--- src/rtl/uart_tx_arbiter_pkg.sv ---
// Shared definitions for the two-requester UART transmit arbiter:
// FSM state encoding, requester count and watchdog/gap counter widths.
package uart_tx_arbiter_pkg;

  localparam int NUM_REQ   = 2;
  localparam int GAP_CNT_W = 4;
  localparam int TMO_CNT_W = 16;

  typedef enum logic [1:0] {
    IDLE      = 2'd0,
    LAUNCH    = 2'd1,
    WAIT_DONE = 2'd2,
    GAP       = 2'd3
  } state_t;

endpackage

--- src/rtl/uart_tx_arbiter_rr.sv ---
// Two-way round-robin arbiter: combinational grant from the live requests,
// with a last-winner pointer that only advances when the grant is taken.
module uart_rr_arbiter2
  import uart_tx_arbiter_pkg::*;
(
  input  logic               i_Clock,
  input  logic               rst,
  input  logic [NUM_REQ-1:0] req,
  input  logic               update,
  output logic [NUM_REQ-1:0] grant
);

  // Set when requester 1 won most recently; reset to 1 so requester 0 goes first.
  logic last_grant;

  always_comb begin
    grant = '0;
    case (req)
      2'b01:   grant = 2'b01;
      2'b10:   grant = 2'b10;
      2'b11:   grant = last_grant ? 2'b01 : 2'b10;
      default: grant = '0;
    endcase
  end

  always_ff @(posedge i_Clock) begin
    if (rst) begin
      last_grant <= 1'b1;
    end else if (update && (grant != '0)) begin
      last_grant <= grant[1];
    end
  end

endmodule

--- src/rtl/uart_tx_arbiter.sv ---
// Shares one UART transmitter between two requesters: round-robin pick,
// one-cycle launch, wait for done with a watchdog, then an optional idle gap.
module uart_tx_arbiter
  import uart_tx_arbiter_pkg::*;
#(
  parameter int GAP_CYCLES     = 2,
  parameter int TIMEOUT_CYCLES = 256
) (
  input  logic        i_Clock,
  input  logic        rst,
  input  logic [1:0]  i_req_valid,
  input  logic [7:0]  i_req0_byte,
  input  logic [7:0]  i_req1_byte,
  input  logic [1:0]  i_req_pen,
  input  logic [1:0]  i_req_eps,
  output logic [1:0]  o_req_ready,
  output logic        o_start_transmission,
  output logic [7:0]  o_Tx_Byte,
  output logic        o_pen,
  output logic        o_eps,
  input  logic        i_Tx_Busy,
  input  logic        i_Tx_Done,
  output logic [1:0]  o_grant,
  output logic        o_timeout,
  output logic [15:0] o_frames_sent
);

  localparam logic [GAP_CNT_W-1:0] GAP_LAST =
    GAP_CNT_W'((GAP_CYCLES == 0) ? 0 : GAP_CYCLES - 1);
  localparam logic [TMO_CNT_W-1:0] TMO_LAST = TMO_CNT_W'(TIMEOUT_CYCLES - 1);

  state_t               state;
  logic [GAP_CNT_W-1:0] gap_cnt;
  logic [TMO_CNT_W-1:0] wd_cnt;
  logic [1:0]           win;
  logic                 accept;
  logic                 unused_busy;

  // Transmitter busy is status only; completion is signalled by done alone.
  assign unused_busy = i_Tx_Busy;

  assign accept = (state == IDLE) && (i_req_valid != '0);

  uart_rr_arbiter2 u_arb (
    .i_Clock (i_Clock),
    .rst     (rst),
    .req     (i_req_valid),
    .update  (accept),
    .grant   (win)
  );

  always_ff @(posedge i_Clock) begin
    if (rst) begin
      state                <= IDLE;
      gap_cnt              <= '0;
      wd_cnt               <= '0;
      o_req_ready          <= '0;
      o_start_transmission <= 1'b0;
      o_Tx_Byte            <= '0;
      o_pen                <= 1'b0;
      o_eps                <= 1'b0;
      o_grant              <= '0;
      o_timeout            <= 1'b0;
      o_frames_sent        <= '0;
    end else begin
      o_start_transmission <= 1'b0;
      o_req_ready          <= '0;
      o_timeout            <= 1'b0;
      case (state)
        IDLE: begin
          if (accept) begin
            state                <= LAUNCH;
            o_start_transmission <= 1'b1;
            o_req_ready          <= win;
            o_grant              <= win;
            o_Tx_Byte            <= win[1] ? i_req1_byte  : i_req0_byte;
            o_pen                <= win[1] ? i_req_pen[1] : i_req_pen[0];
            o_eps                <= win[1] ? i_req_eps[1] : i_req_eps[0];
          end
        end
        LAUNCH: begin
          state  <= WAIT_DONE;
          wd_cnt <= '0;
        end
        WAIT_DONE: begin
          // Done is tested first so it wins over a watchdog expiry in the same cycle.
          if (i_Tx_Done) begin
            o_frames_sent <= o_frames_sent + 16'd1;
            o_grant       <= '0;
            gap_cnt       <= '0;
            state         <= (GAP_CYCLES == 0) ? IDLE : GAP;
          end else if (wd_cnt == TMO_LAST) begin
            o_timeout <= 1'b1;
            o_grant   <= '0;
            state     <= IDLE;
          end else begin
            wd_cnt <= wd_cnt + TMO_CNT_W'(1);
          end
        end
        GAP: begin
          if (gap_cnt == GAP_LAST) begin
            state <= IDLE;
          end else begin
            gap_cnt <= gap_cnt + GAP_CNT_W'(1);
          end
        end
        default: state <= IDLE;
      endcase
    end
  end

endmodule
--- config.mk ---
export PLATFORM = sky130hd
export DESIGN_NAME = uart_tx_arbiter
export DESIGN_NICKNAME = d
export VERILOG_FILES = /design/src/rtl/uart_tx_arbiter_pkg.sv /design/src/rtl/uart_tx_arbiter_rr.sv /design/src/rtl/uart_tx_arbiter.sv
export SDC_FILE = /design/constraint.sdc
export NUM_CORES = 1
export LEC_CHECK = 0
export ABC_AREA = 1
export BUFFER_PORTS_ARGS = -buffer_cell sky130_fd_sc_hd__buf_4
export CAP_MARGIN = 25
export CELL_PAD_IN_SITES_DETAIL_PLACEMENT = 0
export CELL_PAD_IN_SITES_GLOBAL_PLACEMENT = 1
export CORE_UTILIZATION = 38
export CTS_CLUSTER_DIAMETER = 120
export DETAILED_ROUTE_END_ITERATION = 12
export GPL_ROUTABILITY_DRIVEN = 0
export PLACE_DENSITY = 0.81
export SLEW_MARGIN = 25
export SYNTH_ARGS = -nofsm -noshare
export SYNTH_HDL_FRONTEND = slang
export SYNTH_HIERARCHICAL = 1
export SYNTH_SLANG_ARGS = --single-unit
--- constraint.sdc ---
create_clock -name i_Clock -period 2 [get_ports i_Clock]
set_input_delay 0.1 -clock i_Clock [delete_from_list [all_inputs] [get_ports i_Clock]]
set_output_delay 0.1 -clock i_Clock [all_outputs]
set_load 0.01 [all_outputs]
==> Word level (Yosys, flattened, before mapping) <==
Cells that the tools add are included.
{ "word_totals": {"reg_bits": 55, "input_bits": 26, "output_inout_bits": 32, "elab_cells": 71} }
{ "op_classes": {"add_sub_neg": 3, "eq_ne": 15, "mux": 21, "n_bitwise": 3, "n_reduce_logical": 17} }
{ "ops": {"columns": ["operator", "count"], "rows": [
  ["16-bit by 1-bit adder with 16-bit output, second input constant", 2],
  ["16-bit two-way mux", 2],
  ["16-bit one-hot mux with 2 select lines", 1],
  ["16-bit by 8-bit equality test with 1-bit output, second input constant", 1],
  ["2-bit two-way mux", 7],
  ["3-bit AND reduction", 4],
  ["2-bit inequality test, second input constant", 5],
  ["2-bit nonzero test", 5],
  ["2-bit equality test, second input constant", 4],
  ["4-bit two-way mux", 2],
  ["8-bit two-way mux", 1],
  ["2-bit one-hot mux with 4 select lines", 1],
  ["4-bit one-hot mux with 2 select lines", 1],
  ["2-bit one-hot mux with 3 select lines", 1],
  ["3-bit OR reduction", 2],
  ["4-bit by 1-bit adder with 4-bit output, second input constant", 1],
  ["2-bit by 1-bit equality test with 1-bit output, second input constant", 2],
  ["4-bit by 1-bit equality test with 1-bit output, second input constant", 1],
  ["1-bit two-way mux", 4],
  ["2-bit one-hot mux with 2 select lines", 1],
  ["2-bit AND reduction", 2],
  ["3-bit inequality test, second input constant", 1],
  ["1-bit NOT", 3],
  ["1-bit logical AND", 2],
  ["3 further kinds", 3]
]} }

==> Logic depth before layout (Yosys ltp) <==
Gate-level depths: netlist of run 1.
{ "depth": {"word_depth": 4, "ltp_mapped": 11, "ltp_nobuf": 11} }

==> Modules after synthesis <==
The synthesis of run 1 kept the hierarchy.
{ "by_module_without_submodules": {"columns": ["mod", "instances", "cells_each", "area_per_inst_um2", "seq_area_each_um2"], "rows": [
  ["uart_tx_arbiter", 1, 408, 2737.6, 1081.0],
  ["uart_rr_arbiter2", 1, 9, 60.1, 20.0]
]} }

==> Least setup slack after synthesis of run 1 <==
Ideal clock, no wire load.
{ "synth_path": {"path_type": "register to register", "from": "register o_frames_sent[0]", "to": "register o_frames_sent[12]", "setup_ns": 0.116, "t_arrival_ns": 1.412, "required_ns": 1.884, "path_slack_ns": 0.472, "path_stages_with_launch": 7, "path_buffers": 0, "synth_period_minus_slack_ns": 1.528, "path_cell_list": "dfxtp_1 > ha_1 > nand3_1 > nor3_1 > nand4_1 > o21ai_0 > nor2_1"} }
{ "synth_via": {"elab_chain_len": 1} }
{ "synth_lines": {"columns": ["item", "line_no", "text"], "rows": [
  ["start: declaration", "uart_tx_arbiter.sv:25", "output logic [15:0] o_frames_sent"],
  ["start signal: assignment", "uart_tx_arbiter.sv:88", "o_frames_sent <= o_frames_sent + 16'd1;"],
  ["16-bit by 1-bit adder with 16-bit output", "uart_tx_arbiter.sv:88", null]
]} }
No other way between the ends.
A chain may end at the register's enable or synchronous reset.

==> Worst setup path after layout of run 1 <==
{ "layout_path": {"from": "register wd_cnt[0]", "to": "register wd_cnt[7]"} }
{ "layout_via": {"elab_chain_len": 4, "elab_cells_between_ends": 7, "classes_between": "add/sub (1); eq/ne (2); mux (3); reduce/logical (1)"} }
{ "layout_lines": {"columns": ["item", "line_no", "text"], "rows": [
  ["start: declaration", "uart_tx_arbiter.sv:34", "logic [TMO_CNT_W-1:0] wd_cnt;"],
  ["start signal: assignment", "uart_tx_arbiter.sv:97", "wd_cnt <= wd_cnt + TMO_CNT_W'(1);"],
  ["16-bit by 1-bit adder with 16-bit output", "uart_tx_arbiter.sv:97", null],
  ["16-bit two-way mux", "uart_tx_arbiter.sv:92", "end else if (wd_cnt == TMO_LAST) begin"],
  ["16-bit two-way mux", "uart_tx_arbiter.sv:87", "if (i_Tx_Done) begin"],
  ["16-bit one-hot mux with 2 select lines", "uart_tx_arbiter.sv:69", "case (state)"]
]} }
Parallel ways exist; a longest one is shown, timed or not. The select of a mux whose other input is x is not followed.

==> results.md, run 1 <==
- Status: complete, no violations
- Clk buf depth: 2
- Mapped Nets: around 450
- Post-CTS sizing: 0
- Worst path depth: 8
- Slew headroom: between 70 and 80%
- Comb power frac: a little over a third
- Hold WC Path Type: input port to flip-flop
- Unique masters post-synth: 32
- Final Max Slew Viols: 0
- Flop-to-flop setup slack: between 300 and 400 ps
- CP arrival: 1900 ps
- Worst-path maximum fanout: 22
- Setup crit end: wd_cnt[7]
- Total GRT Usage: 18.8%
- Mean post-synth cell area: 6.71 µm²
- Antenna violations before repair: 0
- Die height: around 90 µm
- Final core utilization: approximately half
- Post-Route WL: about 6.7 mm
- Maximum vdd drop: around 330 µV
- Synth area leader: dfxtp_1
- RSZ-0062 raised after global routing: false
- Reg-to-Reg End: wd_cnt[7]
- PwrDens: 905 nW/µm²
- Die ar.: approximately 7700 µm²
- Final Setup Violations: 0
- Vias in the first global route: ~2.6k
- Setup WS post-layout: between 300 and 400 ps
- Vias per inst: roughly 4.9
- DP HPWL: between 4 and 5 mm
- CP Launch Type: flip-flop
- Reg2Reg Depth: 8
- Psw: 1.15 mW
- Place WS: approximately 320 ps
- Synth top area share: 39.4%
- IO buf count: 56
- Setup Skew: ~9.5 ps
- Vias: 2785
- Top Family by Delay on Critical Path: simple AND/OR/NAND/NOR gates
- Max cap viols: 0
- Post-CTS setup buffer count: 0
- Seq/Total Area, Yosys: between 30% and 40%
- Routed len/inst: between 10 and 15 µm
- Flop pwr share: between 40% and 50%
- Layout cell share with drive strength beyond 1: around 18%
- Ant. Diodes: 0
- Std-Cell Rows: 30
- I/O pins: a little under 60
- Post-Layout Cell Count: around 570
- First-pass GRT wire length: roughly 12 mm
- Clock Latency Late Sink: 310 ps
- TritonCTS buffer count: 5
- Leak Pwr: around 1.5 nW
- WS Path Type: flip-flop to flip-flop
- CP max-delay cell: dfxtp_1
- Iteration-0 DRC Markers: 47
- Die X: a little under 90 µm
- Setup_tns: 0 ps
- Fin. Hold Viols: 0
- Min Tclk post-route: 1700 ps
- Hold path cells: 3
- Synth-to-layout area growth: 22.1%
- Placed insts: between 500 and 600
- NumNets Final: between 500 and 600
- Final period utilization: 84.8%
- Post-Syn Area: around 2800 µm²
- H-tree levels: 2
- Required time of the worst setup path: roughly 2200 ps
- Initial core utilization: between 40 and 50%
- Core Region: ~6900 µm²
- Power share of the clock group: between 20% and 30%
- Design Power: between 3 and 4 mW
- Net Sw Frac: a little under two fifths
- Final Instance Area: approximately 3400 µm²
- CTS Root Buffer Type: clkbuf_8
- DR DRC count: 0
- Buf+Inv Stages, Crit Path: 0
- Synth Register Bits: 55
- Fmax: about 600 MHz
- Fin Hold WS: ~50 ps
- Total congestion overflow: 0
- Largest net degree at the start of global routing: 23
- Internal power: a little under 2 mW
- Synth Warn #: 6
- Post-route ant nets: 0
- R2R Path Start: wd_cnt[0]
- DP Area: around 3300 µm²
- Critical Path End Type: flip-flop
- Beginning of the critical path: wd_cnt[0]
- CTS sink count: 55
- Gate Count Post-Synth: about 420
- Cells along the critical path: ha_1, nand3_2, nor2_4, nand2_2, nand2_4, nand2_4, a21oi_1, nor2_1
- Clk pin slew, worst setup/hold paths: roughly 110 ps
- Worst Tran Pin Value: ~410 ps
- CP max stage delay: 400 ps
- TritonCTS clock tree: built
- CP dominant cell by count: nand2_4
- Hold Buf Count CTS: 1
- TritonRoute pass-1 iters: 4
- Area contributors post-synth: dfxtp_1, nand2_1, nor2_1
- Hold Crit Start: i_req0_byte[3]
[final cells by class]
cell class / instances / area, µm²
Sequential cell: 55 / 1100
Clock buffer: 6 / 72.6
Timing Repair Buffer: 65 / 490
Fill cell: 729 / 3530
Clock inverter: 2 / 17.5
Inverter: 42 / 158
Multi-Input combinational cell: 307 / 1460
Tap cell: 96 / 120
[worst min-delay path by stage]
| stage | endpoint | slack, ps |
|---|---|---|
| after floorplan | o_timeout | 180 |
| after global placement | o_timeout | 320 |
| after detailed placement | o_timeout | 320 |
| after CTS | o_Tx_Byte[3] | 40 |
| after global routing | o_Tx_Byte[7] | 30 |
| final | o_Tx_Byte[3] | 50 |
[cell usage in the layout (no fill, tap or decap), drive strengths merged, types with 11 or more instances in the layout]
cell type	netlist	final
nor2	55	55
o21ai	26	26
nand2	120	120
dfxtp	55	55
inv	42	42
a21oi	33	33
nand3	26	26
buf	7	64
nor3	11	11
a31oi	11	11
[flip-flops by register name (all words and copies together) (netlist names)]
signal,cells
o_frames_sent,16
wd_cnt,16
o_Tx_Byte,8
gap_cnt,4
o_grant,2
o_req_ready,2
state,2
o_eps,1
o_pen,1
o_start_transmission,1
o_timeout,1
u_arb/last_grant,1
[logic make-up after synthesis]
| group | count (synthesis) | synth area share, % |
|---|---|---|
| AOI/OAI and AO/OA | 75 | 14.4 |
| xor gates and xnor gates | 3 | 0.939 |
| buffers and inverters | 55 | 8.59 |
| DFF | 55 | 39.4 |
| adders and majority gates | 4 | 1.79 |
| and+or+nand+nor | 225 | 34.9 |
[power by group through the flow]
stage	logic (mW)	registers, mW	clock network (mW)
2_1_floorplan	0.704	1.42	0
3_3_place_gp	1.10	1.37	0
3_5_place_dp	1.11	1.37	0
4_1_cts	1.12	1.35	0.655
5_1_grt	1.24	1.37	0.706
6_report	1.11	1.35	0.631
[worst register-to-register path: stages (launching register included)]
cell and delay (ps):
dfxtp_1 400, ha_1 220, nand3_2 160, nor2_4 170, nand2_2 100, nand2_4 120, nand2_4 170, a21oi_1 210
nor2_1 50
[per-layer routing]
| metal | track usage [%] | up-vias | wire length (µm) |
|---|---|---|---|
| li1 | - | 1470 | - |
| met1 | 22.7 | 1260 | 3280 |
| met4 | 4.77 | 0 | 70 |
| met3 | 3.68 | 9 | 241 |
| met2 | 34.0 | 46 | 3150 |
| met5 | 0 | - | 0 |
[cell usage after synthesis]
cell type and instances:
xor2_1 3, nor3b_1 2, a22oi_1 1, nand2_2 5, a21oi_1 33, nand3_2 2, buf_2 3, nand3_1 24
o21ba_2 1, a21boi_1 1, nor2_1 53, nand2_1 113, buf_6 3, o21bai_1 1, ha_1 4, o21ai_0 26
buf_4 1, dfxtp_1 55, nor2_2 1, inv_1 40, nor3_1 11, clkbuf_1 5, nand3b_1 2, clkbuf_4 1
nand4_1 5, nand2_4 2, nor2_4 1, a31oi_1 11, inv_2 2, a21boi_0 1, nor4_1 2, and3_1 2
Note: power is estimated with default switching activity, not from simulation.
==> run 2: changes to the inputs <==
clock period = 1.74 ns   (was 2 ns; I/O delays follow)
==> results.md, run 2 (synthesis results as in run 1) <==
- Post-route ant nets: 0
- Design Power: about 3.8 mW
- Post-Route WL: around 7 mm
- Ant. Diodes: 0
- Hold WC Path Type: input port to flip-flop
- TritonCTS clock tree: built
- Status: complete, no violations
- Worst Tran Pin Value: a little under 400 ps
- CP arrival: around 1800 ps
- H-tree levels: 2
- First-pass GRT wire length: about 12 mm
- Setup WS post-layout: between 150 and 200 ps
- Fmax: 644 MHz
- Max cap viols: 0
- Placed insts: 567
- TritonCTS buffer count: 5
- RSZ-0062 raised after global routing: false
- Final core utilization: ~50%
- Layout cell share with drive strength beyond 1: between 10% and 20%
- Die X: about 88 µm
- Iteration-0 DRC Markers: between 70 and 80
- DR DRC count: 0
- IO buf count: 56
- Net Sw Frac: 35.3%
- CTS sink count: 55
- Critical Path End Type: flip-flop
- NumNets Final: just over 500
- Maximum vdd drop: between 400 and 500 µV
- PwrDens: 1080 nW/µm²
- Antenna violations before repair: 0
- Max layer used: met4
- CTS Root Buffer Type: clkbuf_8
- Clock Latency Late Sink: 320 ps
- Setup Skew: 9.22 ps
- Flop pwr share: between 40% and 50%
- Die height: between 80 and 90 µm
- Clk pin slew, worst setup/hold paths: between 100 and 150 ps
- DP HPWL: 4.88 mm
- Synth-to-layout area growth: 24.5%
- Worst-path maximum fanout: 22
- Die ar.: 7710 µm²
- Vias: between 2k and 3k
- Commonest non-fill, non-tap cell in the layout: nand2_1
- Post-Layout Cell Count: 576
- Setup_tns: 0 ps
- Place WS: 108 ps
- Comb power frac: around a third
- Final period utilization: roughly nine tenths
- Vias in the first global route: about 2.7k
- Psw: about 1.3 mW
- DP Area: between 3000 and 4000 µm²
- Clk buf depth: 2
- Min Tclk post-route: 1550 ps
- Fin. Hold Viols: 0
- Core Region: roughly 6900 µm²
- Fin Hold WS: 26.6 ps
- Std-Cell Rows: 30
- Required time of the worst setup path: approximately 2000 ps
- Initial core utilization: 40.3%
- Total congestion overflow: 0
- Slew headroom: approximately three quarters
- TritonRoute pass-1 iters: 4
- Power share of the clock group: between 20% and 30%
- WS Path Type: flip-flop to flip-flop
- Routed len/inst: 11.9 µm
- Largest net degree at the start of global routing: 24
- Leak Pwr: between 1 and 1.5 nW
- Vias per inst: around 4.8
- DR WL met2: roughly 3.2 mm
- Biggest regs: o_frames_sent (16), wd_cnt (16), o_Tx_Byte (8)
- Final Max Slew Viols: 0
- Most frequent cells in the layout: nand2_1, buf_4, dfxtp_1
- I/O pins: 58
- CP Launch Type: flip-flop
- Met3 WL: approximately 220 µm
- Internal power: ~2.4 mW
- Final Instance Area: 3480 µm²
- Total GRT Usage: 19.4%
- Met1 WL: around 3.4 mm
- Final Setup Violations: 0
run 2: what timing repair did:
action / 4_1_cts / 5_1_grt
hold buffers: 1 / 0
hold endpoints to repair: 1 / 0
endpoints found under the setup margin: 0 / 15
resized for setup: 0 / 4
setup buffers: 0 / 0
run 2: final cells by class:
cell class	instances	area [µm²]
timing repair buffer	68	517
sequential	55	1100
clock inverter	2	35.0
inverter	42	158
tap	96	120
fill	742	3460
clock buffer	6	82.6
multi-input combinational	307	1470
run 2: critical path, stage by stage (launching register included):
cell	delay [ps]
dfxtp_1	360
ha_1	200
nand3_2	160
nor2_4	170
nand2_2	90
nand2_4	130
nand2_8	130
a21oi_1	160
nor2_1	50
run 2: power groups by stage:
stage | registers [mW] | clock network (mW) | logic (mW)
after global placement | 1.58 | 0 | 1.29
after CTS | 1.56 | 0.932 | 1.30
after global routing | 1.58 | 0.980 | 1.48
after detailed placement | 1.58 | 0 | 1.29
final | 1.56 | 0.900 | 1.32
after floorplan | 1.63 | 0 | 0.809
run 2: path summary, 6_finish.rpt:
| kind | from | end | slack, ps | depth (start not counted) |
|---|---|---|---|---|
| setup / recovery | wd_cnt[0] | wd_cnt[7] | 190 | 8 |
| hold / removal | i_req1_byte[6] | o_Tx_Byte[6] | 30 | 3 |
| setup reg to reg | wd_cnt[0] | wd_cnt[7] | 190 | 8 |
| hold reg to reg | o_grant[0] | o_grant[0] | 490 | 2 |
run 2: metal layers:
metal / vias to the layer above / global-route usage (%)
li1: 1476 / -
met1: 1269 / 23.8
met2: 41 / 33.9
met3: 7 / 3.11
met4: 0 / 7.45
met5: - / 0
==> run 3: changes to the inputs <==
CORE_ASPECT_RATIO = 0.8   (was unset)
==> results.md, run 3 (synthesis results as in run 1) <==
- H-tree levels: 2
- Fin. Hold Viols: 0
- Min Tclk post-route: roughly 1600 ps
- Failing checks: design-rule violations
- Layout cell share with drive strength beyond 1: ~19%
- CP arrival: between 1500 and 2000 ps
- RSZ-0062 raised after global routing: false
- CTS sink count: 55
- Commonest non-fill, non-tap cell in the layout: nand2_1
- CP max-delay cell: dfxtp_1
- Ant. Diodes: 0
- Post-CTS sizing: 0
- Maximum vdd drop: between 400 and 500 µV
- Final Max Slew Viols: 0
- CP Launch Type: flip-flop
- Cells along the critical path: ha_1, nand3_2, nor2_4, nand2_2, nand2_4, buf_4, nand3_1, a21oi_1
- IO buf count: 56
- First-pass GRT wire length: about 12 mm
- CP max stage delay: roughly 360 ps
- Setup_tns: 0 ps
- Fillers: between 700 and 800
- Most frequent cells in the layout: nand2_1, buf_4, dfxtp_1
- Vias in the first global route: around 2.8k
- TritonCTS buffer count: 5
- CTS Root Buffer Type: clkbuf_8
- TritonCTS clock tree: built
- Die ar.: 7710 µm²
- I/O pins: between 50 and 60
- Clock Latency Late Sink: slightly above 300 ps
- Total GRT Usage: 19.5%
- DR DRC count: 1
- Biggest regs: o_frames_sent (16), wd_cnt (16), o_Tx_Byte (8)
- Largest net degree at the start of global routing: 25
- PwrDens: between 1000 and 1500 nW/µm²
- Critical Path End Type: flip-flop
- Final period utilization: 93.7%
- Post-Layout Cell Count: ~570
- Worst Tran Pin Value: about 350 ps
- Leak Pwr: 1.47 nW
- NumNets Final: around 510
- Std-Cell Rows: 27
- Antenna violations before repair: 0
- Slew headroom: 76.2%
- Die height: slightly below 80 µm
- Core Region: around 7000 µm²
- Fmax: approximately 600 MHz
- Post-Route WL: 7.02 mm
- Setup Skew: just under 9 ps
- Synth-to-layout area growth: 22.4%
- Clk pin slew, worst setup/hold paths: ~100 ps
- Die X: 97.9 µm
- Initial core utilization: about 40%
- DP HPWL: 5.17 mm
- Design Power: around 3.6 mW
- Total congestion overflow: 0
- Max cap viols: 0
- Worst-path maximum fanout: 15
- TritonRoute pass-1 iters: 8
- Clk buf depth: 2
- Routed len/inst: ~12 µm
- Vias per inst: ~5
- Iteration-0 DRC Markers: around 120
- Post-route ant nets: 0
- Hold WC Path Type: input port to flip-flop
- WS Path Type: flip-flop to flip-flop
- Required time of the worst setup path: 1990 ps
- Placed insts: ~560
- Final Setup Violations: 0
- Vias: between 2k and 3k
- Status: finished, violations left
run 3: through the flow:
step	utilization, %	worst slack [ps]	hold WS [ps]	cell area, µm²
floorplan	-	212	166	2800
global placement	47.6	175	295	3330
detailed placement	47.6	144	298	3330
CTS	49.0	117	28.6	3420
global route	49.0	1.23	36.1	3420
finish	49.0	110	32.2	3420
run 3: area by class of cell:
cell class | instances | area (µm²) | area share (%)
Clock buffer | 5 | 68.8 | 2.01
Clock inverter | 3 | 18.8 | 0.548
Inverter | 42 | 158 | 4.60
Multi-Input combinational cell | 307 | 1460 | 42.5
Sequential cell | 55 | 1100 | 32.2
Tap cell | 87 | 109 | 3.18
Timing Repair Buffer | 68 | 513 | 15.0
run 3: where the power goes:
| group | internal [mW] | switching [mW] |
|---|---|---|
| clock | 0.285 | 0.436 |
| sequential | 1.44 | 0.114 |
| combinational | 0.505 | 0.781 |
run 3: path summary, 6_finish.rpt:
check            startpoint               end  slack, ps  cells past startpoint
max               wd_cnt[0]         wd_cnt[4]        110                      8
min          i_req_valid[1]  u_arb/last_grant         30                      3
max reg2reg       wd_cnt[0]         wd_cnt[4]        110                      8
min reg2reg      o_grant[0]        o_grant[0]        500                      2
run 3: layer usage:
metal / wire (µm) / GRT usage, % / part of all wire [%] / up-vias
li1: - / - / - / 1478
met4: 44 / 4.70 / 0.63 / 0
met2: 2940 / 32.2 / 42 / 43
met1: 3850 / 26.8 / 55 / 1302
met5: 0 / 0 / 0 / -
met3: 186 / 2.90 / 2.6 / 5
run 3: critical path: cells and delay by family (launching register included):
family                     cells  cell delay, ps
and+or+nand+nor                5             630
DFF                            1             360
AOI/OAI and AO/OA              1             160
buffers and inverters          1             210
adders and majority gates      1             210
run 3: repair_timing:
item / 4_1_cts / 5_1_grt
buffers inserted: 0 / 0
hold buffers: 1 / 0
endpoints found under the hold margin: 1 / 0
